$ cat config.mk
export PLATFORM = sky130hd
export DESIGN_NAME = eth_rx_frame_ctrl
export DESIGN_NICKNAME = d
export VERILOG_FILES = /design/src/rtl/eth_rx_frame_ctrl.sv
export SDC_FILE = /design/constraint.sdc
export NUM_CORES = 1
export LEC_CHECK = 0
export ABC_AREA = 1
export CAP_MARGIN = 20
export CORE_ASPECT_RATIO = 0.5
export CORE_MARGIN = 3
export CORE_UTILIZATION = 51
export DETAILED_ROUTE_END_ITERATION = 7
export GPL_TIMING_DRIVEN = 0
export PLACE_DENSITY = 0.78
export SETUP_SLACK_MARGIN = 0.05
export SLEW_MARGIN = 30
export SYNTH_ARGS = -nofsm -noshare
export SYNTH_HDL_FRONTEND = slang
export SYNTH_SLANG_ARGS = --single-unit
$ cat constraint.sdc
create_clock -name aclk -period 3.6 [get_ports aclk]
set_clock_uncertainty 0.2 [all_clocks]
set_input_delay 0.9 -clock aclk [delete_from_list [all_inputs] [get_ports aclk]]
set_output_delay 0.9 -clock aclk [all_outputs]
set_load 0.02 [all_outputs]
$ cat src/rtl/eth_rx_frame_ctrl.sv
// rtl/eth_rx_frame_ctrl.sv - GMII receive frame sequencer with FCS strip and frame statistics
module eth_rx_frame_ctrl #(
    parameter int MIN_LEN = 64,
    parameter int MAX_LEN = 1518,
    parameter int CNT_W   = 16
) (
    input  logic             aclk,
    input  logic             areset,
    input  logic [7:0]       gmii_rxd,
    input  logic             gmii_rx_dv,
    input  logic             gmii_rx_er,
    output logic             crc_init,
    output logic             crc_en,
    output logic [7:0]       crc_data,
    input  logic             crc_ok,
    output logic [7:0]       m_axis_tdata,
    output logic             m_axis_tvalid,
    output logic             m_axis_tlast,
    output logic             m_axis_tuser,
    output logic [CNT_W-1:0] frame_ok_cnt,
    output logic [CNT_W-1:0] frame_err_cnt,
    output logic             busy
);

    typedef enum logic [2:0] {
        S_IDLE,
        S_PREAMBLE,
        S_PAYLOAD,
        S_CHECK,
        S_DROP
    } state_t;

    localparam logic [11:0] MIN_L = 12'(MIN_LEN);
    localparam logic [11:0] MAX_L = 12'(MAX_LEN);
    localparam logic [CNT_W-1:0] CNT_ONE = {{(CNT_W-1){1'b0}}, 1'b1};

    state_t          state_q;
    logic [2:0]      pre_cnt_q;
    logic [11:0]     byte_cnt_q;
    logic            err_q;
    logic [3:0][7:0] dl_q;        // dl_q[3] is the oldest byte once the line is full
    logic [2:0]      dl_cnt_q;
    logic [7:0]      hold_q;
    logic            hold_vld_q;
    logic [7:0]      tdata_q;
    logic            tvalid_q;
    logic            tlast_q;
    logic            tuser_q;
    logic [CNT_W-1:0] ok_cnt_q;
    logic [CNT_W-1:0] err_cnt_q;
    logic            frame_bad_d;

    // CRC strobes follow the live GMII byte so the checker sees it in the same cycle
    always_comb begin
        crc_init    = (state_q == S_PREAMBLE) && gmii_rx_dv && (gmii_rxd == 8'hD5);
        crc_en      = (state_q == S_PAYLOAD) && gmii_rx_dv;
        crc_data    = crc_en ? gmii_rxd : 8'h00;
        frame_bad_d = !crc_ok || (byte_cnt_q < MIN_L) || (byte_cnt_q > MAX_L) || err_q;
    end

    // Frame sequencer: preamble hunt, FCS delay line, end-of-frame verdict and statistics
    always_ff @(posedge aclk or posedge areset) begin
        if (areset) begin
            state_q    <= S_IDLE;
            pre_cnt_q  <= 3'd0;
            byte_cnt_q <= 12'd0;
            err_q      <= 1'b0;
            dl_q       <= '0;
            dl_cnt_q   <= 3'd0;
            hold_q     <= 8'h00;
            hold_vld_q <= 1'b0;
            tdata_q    <= 8'h00;
            tvalid_q   <= 1'b0;
            tlast_q    <= 1'b0;
            tuser_q    <= 1'b0;
            ok_cnt_q   <= '0;
            err_cnt_q  <= '0;
        end else begin
            tvalid_q <= 1'b0;
            tlast_q  <= 1'b0;
            tuser_q  <= 1'b0;
            case (state_q)
                S_IDLE: begin
                    if (gmii_rx_dv) begin
                        if (gmii_rxd == 8'h55) begin
                            state_q   <= S_PREAMBLE;
                            pre_cnt_q <= 3'd1;
                        end else begin
                            state_q <= S_DROP;
                        end
                    end
                end
                S_PREAMBLE: begin
                    if (!gmii_rx_dv) begin
                        state_q <= S_IDLE;
                    end else if (gmii_rxd == 8'h55) begin
                        if (pre_cnt_q == 3'd7) state_q <= S_DROP;
                        else pre_cnt_q <= pre_cnt_q + 3'd1;
                    end else if (gmii_rxd == 8'hD5) begin
                        state_q <= S_PAYLOAD;
                    end else begin
                        state_q <= S_DROP;
                    end
                end
                S_PAYLOAD: begin
                    if (gmii_rx_dv) begin
                        if (byte_cnt_q != 12'hFFF) byte_cnt_q <= byte_cnt_q + 12'd1;
                        if (gmii_rx_er) err_q <= 1'b1;
                        dl_q <= {dl_q[2:0], gmii_rxd};
                        if (dl_cnt_q == 3'd4) begin
                            // Four newer bytes are queued behind it, so the oldest cannot be FCS
                            hold_q     <= dl_q[3];
                            hold_vld_q <= 1'b1;
                            if (hold_vld_q) begin
                                tdata_q  <= hold_q;
                                tvalid_q <= 1'b1;
                            end
                        end else begin
                            dl_cnt_q <= dl_cnt_q + 3'd1;
                        end
                    end else begin
                        state_q <= S_CHECK;
                    end
                end
                S_CHECK: begin
                    if (hold_vld_q) begin
                        tdata_q  <= hold_q;
                        tvalid_q <= 1'b1;
                        tlast_q  <= 1'b1;
                        tuser_q  <= frame_bad_d;
                    end
                    if (frame_bad_d) begin
                        if (!(&err_cnt_q)) err_cnt_q <= err_cnt_q + CNT_ONE;
                    end else begin
                        if (!(&ok_cnt_q)) ok_cnt_q <= ok_cnt_q + CNT_ONE;
                    end
                    dl_cnt_q   <= 3'd0;
                    hold_vld_q <= 1'b0;
                    byte_cnt_q <= 12'd0;
                    err_q      <= 1'b0;
                    state_q    <= gmii_rx_dv ? S_DROP : S_IDLE;
                end
                S_DROP: begin
                    if (!gmii_rx_dv) state_q <= S_IDLE;
                end
                default: state_q <= S_IDLE;
            endcase
        end
    end

    assign m_axis_tdata  = tdata_q;
    assign m_axis_tvalid = tvalid_q;
    assign m_axis_tlast  = tlast_q;
    assign m_axis_tuser  = tuser_q;
    assign frame_ok_cnt  = ok_cnt_q;
    assign frame_err_cnt = err_cnt_q;
    assign busy          = (state_q != S_IDLE);

endmodule

-- Yosys cells after proc, flatten, opt, wreduce, memory -nomap -nowiden
Cells that the tools add are included.
- bits in registers: 106
- bits of input ports: 13
- output and inout bits: 54
- word-level logic and storage cells: 112
- add/subtract/negate cells: 5
- magnitude comparators: 2
- eq/ne operators: 22
- muxes and demuxes: 40
- bitwise operators: 3
- reductions and logical operators: 23
- operators by type and width (cell ; number):
    $mux 3 ; 16
    $add 16x1->16 const B ; 2
    $mux 8 ; 4
    $reduce_and 16->1 ; 2
    $mux 12 ; 2
    $pmux 12 s2 ; 1
    $reduce_and 3->1 ; 7
    $ne 2x2->1 const B ; 9
    $pmux 8 s2 ; 1
    $pmux 3 s5 ; 1
    $add 12x1->12 const B ; 1
    $gt 12x11->1 const B ; 1
    $lt 12x7->1 const B ; 1
    $ne 12x12->1 const B ; 1
    $pmux 3 s2 ; 2
    $mux 1 ; 10
    $eq 3x3->1 const B ; 3
    $eq 8x7->1 const B ; 1
    $eq 8x8->1 const B ; 1
    $add 3x1->3 const B ; 2
    $eq 3x2->1 const B ; 2
    $ne 2x1->1 const B ; 3
    $pmux 1 s2 ; 3
    $reduce_and 6->1 ; 1
    other kinds (11) ; 18

-- Logic depth before layout (Yosys ltp)
- depth in word-level cells: 6
- mapped depth: 11
- depth with buffers taken out: 10

-- Least setup slack after synthesis
No wires, ideal clock.
- path type: input-to-output
- from: input gmii_rx_dv
- to: output crc_data[0]
- data arrival time: 1825 ps
- data required time: 2500 ps
- path slack: 675 ps
- stages on the path: 7
- path buffers: 1
- path through: inv_1 > nor2_4 > inv_2 > nor2_8 > inv_2 > buf_2 > nor2_1
- word-level cells in the longest chain between the ends: 2
- ends and longest elaborated chain (item ; line ; text):
    start: declaration ; 10 ; input logic gmii_rx_dv,
    $logic_and 1x1->1 ; 56 ; crc_en = (state_q == S_PAYLOAD) && gmii_rx_dv;
    $mux 8 ; 57 ; crc_data = crc_en ? gmii_rxd : 8'h00;
    end: declaration ; 14 ; output logic [7:0] crc_data,
Every way passes these cells.

-- Worst setup path in the final report
- from: input gmii_rxd[2]
- to: output crc_init
- word-level cells in the longest chain between the ends: 2
- ends and longest elaborated chain (item ; line ; text):
    start: declaration ; 9 ; input logic [7:0] gmii_rxd,
    $eq 8x8->1 ; 55 ; crc_init = (state_q == S_PREAMBLE) && gmii_rx_dv && (gmii_rxd == 8'hD5);
    $logic_and 1x1->1 ; 55 ;
    end: declaration ; 12 ; output logic crc_init,
Every way passes these cells.

==> impl_results.md <==
- Outcome: finished clean
- Vias/cell: 5.29
- Die Ht: 80.9 um
- CTS sink cnt: 106
- Post-route setup slack: 0.257 ns
- Total of max-cap violations: 0
- Min Clock Period, post-route: 3.34 ns
- H-Tree Level Count: 3
- Num ports: 67
- Synth warn: 0
- CTS root buffer: clkbuf_16
- Final Net Count: 826
- Die Area: 0.0126 sq mm
- Data arrival, critical path: 2.24 ns
- Crit-path max FO: 3
- DRC Markers: 0
- RSZ-0062 raised after global routing: false
- CTS tree: built
- Row count: 26
- Worst vdd ir: 0.255 mV
- Global placement routability congestion: 0.918
- Hold buffer count at cts: 0
- Worst Setup End Kind: output port
- Worst EP required: 2.50 ns
- Routed wire length: 13.0 mm
- F_max: 299 MHz
- Final setup viols: 0
- Power per cell area: 413 mW/mm^2
- Synth area leaders: dfrtp_1 46%, nand2_1 18%, nand4_1 5.6%, nor2_1 4.1%, inv_1 3.1%
- IO Port Bufs: 66
- CP Cell Sequence: clkdlybuf4s50_1 -> inv_1 -> nor3_1 -> nand2_1 -> nor3_1 -> clkbuf_2
- Clk_lat worst skew: 0.35 ns
- Cell variety after synth: 35
- Worst path most repeated cell: nor3_1
- CTS Buffer Depth: 2
- Synth-to-Final Area Change: 22.4%
- Final core utilization: 0.663
- Number of diodes: 0
- Dpl hpwl: 9.43 mm
- Mapped Nets: 742
- Total number of vias: 5033
- Iter 0 DRT Violations: 352
- Syn_area_per_cell: 7.93 sq um
- Congestion Overflow GR: 0
- Final period util: 0.929
- Worst slew pin tran: 0.614 ns
- DRT Pass-1 Iters: 5
- Chip Width: 156 um
- Core Area: 0.0106 sq mm
- Tot Pwr: 2.90 mW
- Worst slack at placement: -0.481 ns
- Initial antenna violation count: 0
- Post-Syn Area: 0.00573 sq mm
- Synthesis-stage register bit count: 106
- Sequential area share after synthesis: 0.463
- Post-DRT Antenna Nets: 0
- Rel. slew slack: 0.591
- Worst path max stage delay: 0.48 ns
- Post-synth top area share: 0.463
- Yosys top cell by area: dfrtp_1
- Worst hold path class: flop to flop
- Largest net degree at the start of global routing: 27
- Mapped Cells: 722
- Initial Utilization: 0.542
- Crit path launch type: primary input
- Setup CP Type: primary input to output port
- Total CTS buffers: 9
- Slew Limit Fails: 0
- Final Hold Viols: 0
- Routed wire per std cell: 13.7 um
- Leakage power: 3.37 nW
- Global Route Usage Sum: 0.221
- CP max-delay cell: clkdlybuf4s50_1
- Clk slew on worst S/H paths: 0.07 ns
- First-pass GRT wire length: 22.7 mm
- Fill count: 894
- Vias in the first global route: 4890
- Fraction of layout cells with a size suffix above 1: 0.128
## cell usage after synthesis, drive strengths merged
| master | n |
|---|---|
| nand3b | 4 |
| nor2 | 77 |
| a31oi | 1 |
| nor4 | 3 |
| ha | 7 |
| xnor2 | 6 |
| clkbuf | 4 |
| mux2 | 8 |
| nand2 | 277 |
| nor3 | 9 |
| or2 | 2 |
| o21bai | 1 |
| buf | 20 |
| dfrtp | 106 |
| nand4 | 53 |
| o211ai | 1 |
| a21oi | 9 |
| xor2 | 8 |
| o21ai | 35 |
| nand3 | 36 |
| inv | 55 |
## routing by layer
metal | track usage | wire [um] | vias to the layer above
met5 | 0 | 0 | -
met4 | 0.0581 | 144 | 0
met3 | 0.0415 | 735 | 14
met2 | 0.386 | 6260 | 148
met1 | 0.287 | 5910 | 2357
li1 | - | - | 2514
## worst max-delay path, delay by kind of cell
family	cells	cell delay, ns
AND/OR/NAND/NOR	3	0.57
buffers and inverters	3	0.77
## registers in the layout, summed over array words and instances, names as in the netlist, 3 cells and up
| signal | count |
|---|---|
| frame_ok_cnt | 16 |
| m_axis_tdata | 8 |
| dl_cnt_q | 3 |
| dl_q | 32 |
| pre_cnt_q | 3 |
| byte_cnt_q | 12 |
| state_q | 3 |
| hold_q | 8 |
| frame_err_cnt | 16 |
## report_power, final
part           internal, mW  switching, mW
sequential             1.30          0.103
clock                 0.620          0.457
combinational         0.162          0.254
## worst paths after layout
| check | slack [ns] | endpoint | from | cells past startpoint |
|---|---|---|---|---|
| worst max-delay path | 0.26 | crc_init | gmii_rxd[2] | 6 |
| worst min-delay path | 0.27 | dl_q[23] | dl_q[23] | 2 |
| worst max register to register | 1.55 | frame_ok_cnt[6] | frame_ok_cnt[0] | 7 |
| worst min register to register | 0.27 | dl_q[23] | dl_q[23] | 2 |
| max in group asynchronous | 1.79 | dl_q[18] | areset | 4 |
| min in group asynchronous | 0.74 | frame_err_cnt[15] | areset | 2 |
## cell families (layout without fill, tap and decap cells)
| family | after synthesis | after routing | synth area share |
|---|---|---|---|
| XOR/XNOR | 14 | 14 | 0.0214 |
| adder cells (fa/ha/maj) | 7 | 7 | 0.0153 |
| AND/OR/NAND/NOR | 461 | 461 | 0.372 |
| flip-flops | 106 | 106 | 0.463 |
| AO/OA/AOI/OAI | 47 | 47 | 0.0452 |
| buffers and inverters | 79 | 168 | 0.0671 |
| multiplexers | 8 | 8 | 0.0157 |
## cell type report
cell class                      instances  area (sq um)  area share
Tap cell                              140           175      0.0250
Multi-Input combinational cell        537          2690       0.384
Sequential cell                       106          2650       0.378
Inverter                               55           210      0.0300
Timing Repair Buffer                   73           778       0.111
Clock inverter                          6          97.6      0.0139
Buffer                                 24           178      0.0253
Clock buffer                           10           229      0.0327
## cell usage in the layout (no fill, tap or decap), types with 8 or more instances in the layout
cell type	instances
nand2_1	270
dfrtp_1	106
nor2_1	62
clkdlybuf4s50_1	55
nand4_1	51
inv_1	46
o21ai_0	31
nand3_1	30
nor2_2	9
clkbuf_16	9
buf_4	8
inv_2	8
a21oi_1	8
buf_6	8
xor2_1	8
mux2_2	8
## through the flow
stage	hold slack, ns	instances	area (sq um)	setup TNS (ns)
4_1_cts	0.277	951	7020	0
5_1_grt	0.292	951	7010	0
3_3_place_gp	0.253	928	6570	-4.17
3_5_place_dp	0.258	932	6660	-4.33
6_report	0.271	951	7010	0
2_1_floorplan	0.238	722	5730	0
## repair_timing
item / 4_1_cts / 5_1_grt
pin swaps: 2 / 0
buffers inserted: 3 / 0
gates resized for setup: 26 / 5
endpoints found under the setup margin: 10 / 10
(Power assumes the default switching activity.)
==> RTL change 1: new RTL, same settings <==
Register the inputs `gmii_rxd`, `gmii_rx_dv`, `gmii_rx_er` and `crc_ok` before use. The logic sees them one clock later.
--- a/src/rtl/eth_rx_frame_ctrl.sv
+++ b/src/rtl/eth_rx_frame_ctrl.sv
@@ -34,6 +34,18 @@
     localparam logic [11:0] MAX_L = 12'(MAX_LEN);
     localparam logic [CNT_W-1:0] CNT_ONE = {{(CNT_W-1){1'b0}}, 1'b1};
 
+    logic [7:0] gmii_rxd_q;
+    logic gmii_rx_dv_q;
+    logic gmii_rx_er_q;
+    logic crc_ok_q;
+
+    always_ff @(posedge aclk) begin
+        gmii_rxd_q   <= gmii_rxd;
+        gmii_rx_dv_q <= gmii_rx_dv;
+        gmii_rx_er_q <= gmii_rx_er;
+        crc_ok_q     <= crc_ok;
+    end
+
     state_t          state_q;
     logic [2:0]      pre_cnt_q;
     logic [11:0]     byte_cnt_q;
@@ -52,10 +64,10 @@
 
     // CRC strobes follow the live GMII byte so the checker sees it in the same cycle
     always_comb begin
-        crc_init    = (state_q == S_PREAMBLE) && gmii_rx_dv && (gmii_rxd == 8'hD5);
-        crc_en      = (state_q == S_PAYLOAD) && gmii_rx_dv;
-        crc_data    = crc_en ? gmii_rxd : 8'h00;
-        frame_bad_d = !crc_ok || (byte_cnt_q < MIN_L) || (byte_cnt_q > MAX_L) || err_q;
+        crc_init    = (state_q == S_PREAMBLE) && gmii_rx_dv_q && (gmii_rxd_q == 8'hD5);
+        crc_en      = (state_q == S_PAYLOAD) && gmii_rx_dv_q;
+        crc_data    = crc_en ? gmii_rxd_q : 8'h00;
+        frame_bad_d = !crc_ok_q || (byte_cnt_q < MIN_L) || (byte_cnt_q > MAX_L) || err_q;
     end
 
     // Frame sequencer: preamble hunt, FCS delay line, end-of-frame verdict and statistics
@@ -81,8 +93,8 @@
             tuser_q  <= 1'b0;
             case (state_q)
                 S_IDLE: begin
-                    if (gmii_rx_dv) begin
-                        if (gmii_rxd == 8'h55) begin
+                    if (gmii_rx_dv_q) begin
+                        if (gmii_rxd_q == 8'h55) begin
                             state_q   <= S_PREAMBLE;
                             pre_cnt_q <= 3'd1;
                         end else begin
@@ -91,22 +103,22 @@
                     end
                 end
                 S_PREAMBLE: begin
-                    if (!gmii_rx_dv) begin
+                    if (!gmii_rx_dv_q) begin
                         state_q <= S_IDLE;
-                    end else if (gmii_rxd == 8'h55) begin
+                    end else if (gmii_rxd_q == 8'h55) begin
                         if (pre_cnt_q == 3'd7) state_q <= S_DROP;
                         else pre_cnt_q <= pre_cnt_q + 3'd1;
-                    end else if (gmii_rxd == 8'hD5) begin
+                    end else if (gmii_rxd_q == 8'hD5) begin
                         state_q <= S_PAYLOAD;
                     end else begin
                         state_q <= S_DROP;
                     end
                 end
                 S_PAYLOAD: begin
-                    if (gmii_rx_dv) begin
+                    if (gmii_rx_dv_q) begin
                         if (byte_cnt_q != 12'hFFF) byte_cnt_q <= byte_cnt_q + 12'd1;
-                        if (gmii_rx_er) err_q <= 1'b1;
-                        dl_q <= {dl_q[2:0], gmii_rxd};
+                        if (gmii_rx_er_q) err_q <= 1'b1;
+                        dl_q <= {dl_q[2:0], gmii_rxd_q};
                         if (dl_cnt_q == 3'd4) begin
                             // Four newer bytes are queued behind it, so the oldest cannot be FCS
                             hold_q     <= dl_q[3];
@@ -138,10 +150,10 @@
                     hold_vld_q <= 1'b0;
                     byte_cnt_q <= 12'd0;
                     err_q      <= 1'b0;
-                    state_q    <= gmii_rx_dv ? S_DROP : S_IDLE;
+                    state_q    <= gmii_rx_dv_q ? S_DROP : S_IDLE;
                 end
                 S_DROP: begin
-                    if (!gmii_rx_dv) state_q <= S_IDLE;
+                    if (!gmii_rx_dv_q) state_q <= S_IDLE;
                 end
                 default: state_q <= S_IDLE;
             endcase
Behaviour: not the same (Yosys sat finds a counterexample within 4 cycles, from zero or initial values and one cycle with areset high).
==> RTL change 1 against the unedited design <==
- cell area grew 6.1%
- setup slack lost 0.061 ns
- synthesized area grew 2.7%
- routed wire length grew 5.1%
- sequential cell count grew 11
- register-to-register slack lost 0.12 ns
- sequential share of layout area grew 0.80 points
- critical path depth is the same
- via count grew 5.7%
Power is not compared: it rests on default switching activity, and its combinational part moved more than twofold at a synthesized area within 25%.
==> RTL change 1: results (changes against the unedited design) <==
Parameter                              Value

Yosys
  Xor-xnor portion of the synthesized cell area ... 0.0179 (-0.00355)
  Adder-Cell Fraction of Synth Area ... 0.0149 (-0.000407)
  Cell types occupying the most area after synthesis ... sky130_fd_sc_hd__dfrtp_1 45%, sky130_fd_sc_hd__nand2_1 17%, sky130_fd_sc_hd__nand4_1 4.9%
  Synthesized-area fraction occupied by ao, oa, aoi and oai cells ... 0.0425 (-0.00269)
  Most instantiated cells after synthesis ... 267 x sky130_fd_sc_hd__nand2_1, 106 x sky130_fd_sc_hd__dfrtp_1, 69 x sky130_fd_sc_hd__nor2_1, 64 x sky130_fd_sc_hd__inv_1, 48 x sky130_fd_sc_hd__nand3_1
  Share of synthesized flip-flops with an asynchronous set or reset ... 0.906 (-0.0940)
  Cell variety after synth ... 36 (+2.9%)
  Nets in the synthesized netlist ... 764 (+3.0%)
  Proportion of synthesized chip area in sequential cells ... 0.488 (+0.0251)

Clock network
  Total setup buffers inserted after CTS ... 4 (+1)
  Latest clock arrival within the worst-skew pair ... 0.42 ns (+0.07 ns)
  Count of cells resized by post-cts repair ... 0 (-100%)
  CTS H-tree lvls ... 4 (+1)

Critical path
  Arrival time worst endpoint ... 2.30 ns (+0.06 ns)
  Critical path peak fanout ... 5 (+2)
  Beginning of the worst register-to-register path ... byte_cnt_q[0]
  Reg-to-reg setup timing slack ... 1.43 ns (-0.12 ns)
  Number of cell instances on the worst register-to-register path ... 10 (+3)
  End of the worst register-to-register path ... byte_cnt_q[6]

Route
  Mean number of vias per cell ... 5.35 (+1.0%)
  Number of iterations in the first detailed-routing pass ... 6 (+1)
  Met3 Routed Length ... 682 microns (-7.2%)
  Total length of routed met2 wires ... 6710 microns (+7.3%)
  Routed WL ... 13700 microns (+5.1%)
  DRC violation total after the first TritonRoute iteration ... 377 (+7.1%)
  Met1 Wirelength ... 6140 microns (+3.9%)

Global routing
  Total track usage ... 0.234 (+0.0135)
  Vias in the first global route ... 5131 (+4.9%)
  GR Layer Usage met1 ... 0.295 (+0.00739)
  Pin count of the biggest net entering global routing ... 29 (+7.4%)
  Met3 track demand over resource ... 0.0584 (+0.0169)

Placement
  Post-DP HPWL ... 9400 microns (-0.33%)
  Cells after DPL ... 959 (+2.9%)
  Placed Area ... 0.00682 sq mm (+2.4%)

Cells and area
  Nets@finish ... 857 (+3.8%)
  Final cell count without fillers ... 995 (+4.6%)
  Final Cell Area ... 0.00744 sq mm (+6.1%)
  Final-layout fill cell count ... 900 (+0.67%)

Hold path
  Worst-case hold path end point ... err_q
  HP Start ... gmii_rx_er_q

Run status
  Status ... complete, no violations

Timing
  Pin slew with the least headroom to its limit ... 0.528 ns (-0.0859 ns)
[RTL change 1: cell type report]
cell class	instances	share of cell area
Sequential cell	117	0.386
Multi-Input combinational cell	534	0.348
Timing Repair Buffer	74	0.109
Clock buffer	19	0.0624
Inverter	70	0.0365
Tap cell	145	0.0244
Buffer	23	0.0214
Clock inverter	13	0.0125
[RTL change 1: through the flow]
stage	setup WS (ns)	hold WS, ns
after floorplan	0.956	0.219
after global placement	0.136	0.233
after detailed placement	0.513	0.244
after CTS	0.102	0.255
after global routing	0.0232	0.286
final	0.195	0.257
[RTL change 1: where the power goes]
part           leakage, nW  internal (W)  switching (W)
clock                0.264      0.000939       0.000638
sequential            1.57       0.00133      0.0000136
combinational         1.92     0.0000543      0.0000885
total                 3.75       0.00233       0.000740
[RTL change 1: critical path: cells and delay by family (launching register included)]
family,cells,cell delay (ns)
buffers and inverters,2,0.75
DFF,1,0.40
and+or+nand+nor,4,0.73
==> RTL change 2: new RTL, config.mk and constraints unchanged <==
Made on the original files. `MIN_LEN`: 64 -> 32.
--- a/src/rtl/eth_rx_frame_ctrl.sv
+++ b/src/rtl/eth_rx_frame_ctrl.sv
@@ -1,6 +1,6 @@
 // rtl/eth_rx_frame_ctrl.sv - GMII receive frame sequencer with FCS strip and frame statistics
 module eth_rx_frame_ctrl #(
-    parameter int MIN_LEN = 64,
+    parameter int MIN_LEN = 32,
     parameter int MAX_LEN = 1518,
     parameter int CNT_W   = 16
 ) (
Formal check against the unedited RTL: no difference found for any inputs over 10 cycles, from zero or initial values and one cycle with areset high; that may be too few to reach the edited logic, so the function may still have changed.
==> RTL change 2 against the unedited design <==
- power decreased by 5.4%
- sequential cell count unchanged
- routed wire length decreased by 1.4%
- synthesized area increased by 0.66%
- cell area about the same
- setup slack got worse by 0.10 ns
- die area increased by 0.62%
- first-iteration DRC count decreased by 9.1%
- combinational power decreased by 7.0%
- largest cell class unchanged
==> RTL change 2: results (changes against the unedited design) <==
Parameter                              Value

Run status
  Status ... complete, no violations

Yosys
  Proportion of synthesized chip area in sequential cells ... 0.460 (-0.00302)
  Share of cell area taken by muxes after synthesis ... 0.0156 (-0.000102)
  Number of standard cells after synthesis ... 742 (+2.8%)
  Cell types occupying the most area after synthesis ... sky130_fd_sc_hd__dfrtp_1 46%, sky130_fd_sc_hd__nand2_1 18%, sky130_fd_sc_hd__nand4_1 4.8%
  Cell variety after synth ... 36 (+2.9%)
  Most instantiated cells after synthesis ... 274 x sky130_fd_sc_hd__nand2_1, 106 x sky130_fd_sc_hd__dfrtp_1, 70 x sky130_fd_sc_hd__nor2_1, 62 x sky130_fd_sc_hd__inv_1, 46 x sky130_fd_sc_hd__nand3_1
  Adder-Cell Fraction of Synth Area ... 0.0152 (-0.0000996)
  Synthesized-area fraction occupied by ao, oa, aoi and oai cells ... 0.0519 (+0.00665)
  Xor-xnor portion of the synthesized cell area ... 0.0243 (+0.00290)

Critical path
  Biggest cell delay along the critical path ... 0.45 ns (-0.03 ns)
  Arrival time worst endpoint ... 2.34 ns (+0.10 ns)

Route
  Via count ... 5128 (+1.9%)
  Routed WL ... 12900 microns (-1.4%)
  Mean number of vias per cell ... 5.30 (about the same)

Cells and area
  Share of final-layout standard cells stronger than drive strength 1 ... 0.114 (-0.0147)

Placement
  Placed Area ... 0.00674 sq mm (+1.2%)
  Final Wtd Congestion ... 0.896 (-2.5%)
  Post-DP HPWL ... 9560 microns (+1.3%)
  Placement-stage worst setup slack ... -0.618 ns (-0.137 ns)

Timing
  Pin slew with the least headroom to its limit ... 0.529 ns (-0.0843 ns)

Global routing
  Total track usage ... 0.220 (-0.00137)
  Vias in the first global route ... 4849 (-0.84%)
  First-pass GRT wire length ... 22600 microns (-0.64%)

Power and ir drop
  Peak VDD IR ... 0.000227 V (-11%)
-- RTL change 2: cell count changes in the layout (fill, tap and decap cells not counted), moves of 5 or more --
cell                              unedited run  this run
sky130_fd_sc_hd__nand3_1                    30        46
sky130_fd_sc_hd__inv_1                      46        61
sky130_fd_sc_hd__nor2_1                     62        70
sky130_fd_sc_hd__clkdlybuf4s15_2             7         0
sky130_fd_sc_hd__nand4_1                    51        44
sky130_fd_sc_hd__buf_4                       8         3
sky130_fd_sc_hd__clkbuf_2                    2         7
-- RTL change 2: cell type report --
type | count | area [sq um]
buffer | 24 | 181
clock buffer | 11 | 253
clock inverter | 5 | 53.8
fill | 889 | 3600
inverter | 68 | 259
multi-input combinational | 543 | 2670
sequential | 106 | 2650
tap | 140 | 175
timing repair buffer | 71 | 758
-- RTL change 2: routing by layer --
metal,GRT usage,part of all wire,vias up,wire length (microns)
li1,-,-,2559,-
met1,0.287,0.45,2388,5790
met2,0.371,0.47,164,6080
met3,0.0506,0.065,17,835
met4,0.0638,0.012,0,157
met5,0,0,-,0
-- RTL change 2: final timing paths --
check	from	to	slack (ns)	cells after the start
max reg2reg	frame_ok_cnt[0]	frame_ok_cnt[3]	1.49	9
max in group asynchronous	areset	byte_cnt_q[6]	1.88	4
max	gmii_rxd[0]	crc_init	0.16	6
min	hold_q[7]	m_axis_tdata[7]	0.27	2
min in group asynchronous	areset	dl_q[29]	0.73	2
min reg2reg	hold_q[7]	m_axis_tdata[7]	0.27	2
-- RTL change 2: timing repair --
item | CTS | global route
resized for setup | 11 | 16
endpoints found under the setup margin | 10 | 10
setup buffers | 0 | 0
-- RTL change 2: where the power goes --
part,switching (W),internal (W)
combinational,0.000239,0.000147
clock,0.000475,0.000529
sequential,0.0000712,0.00128
total,0.000784,0.00196
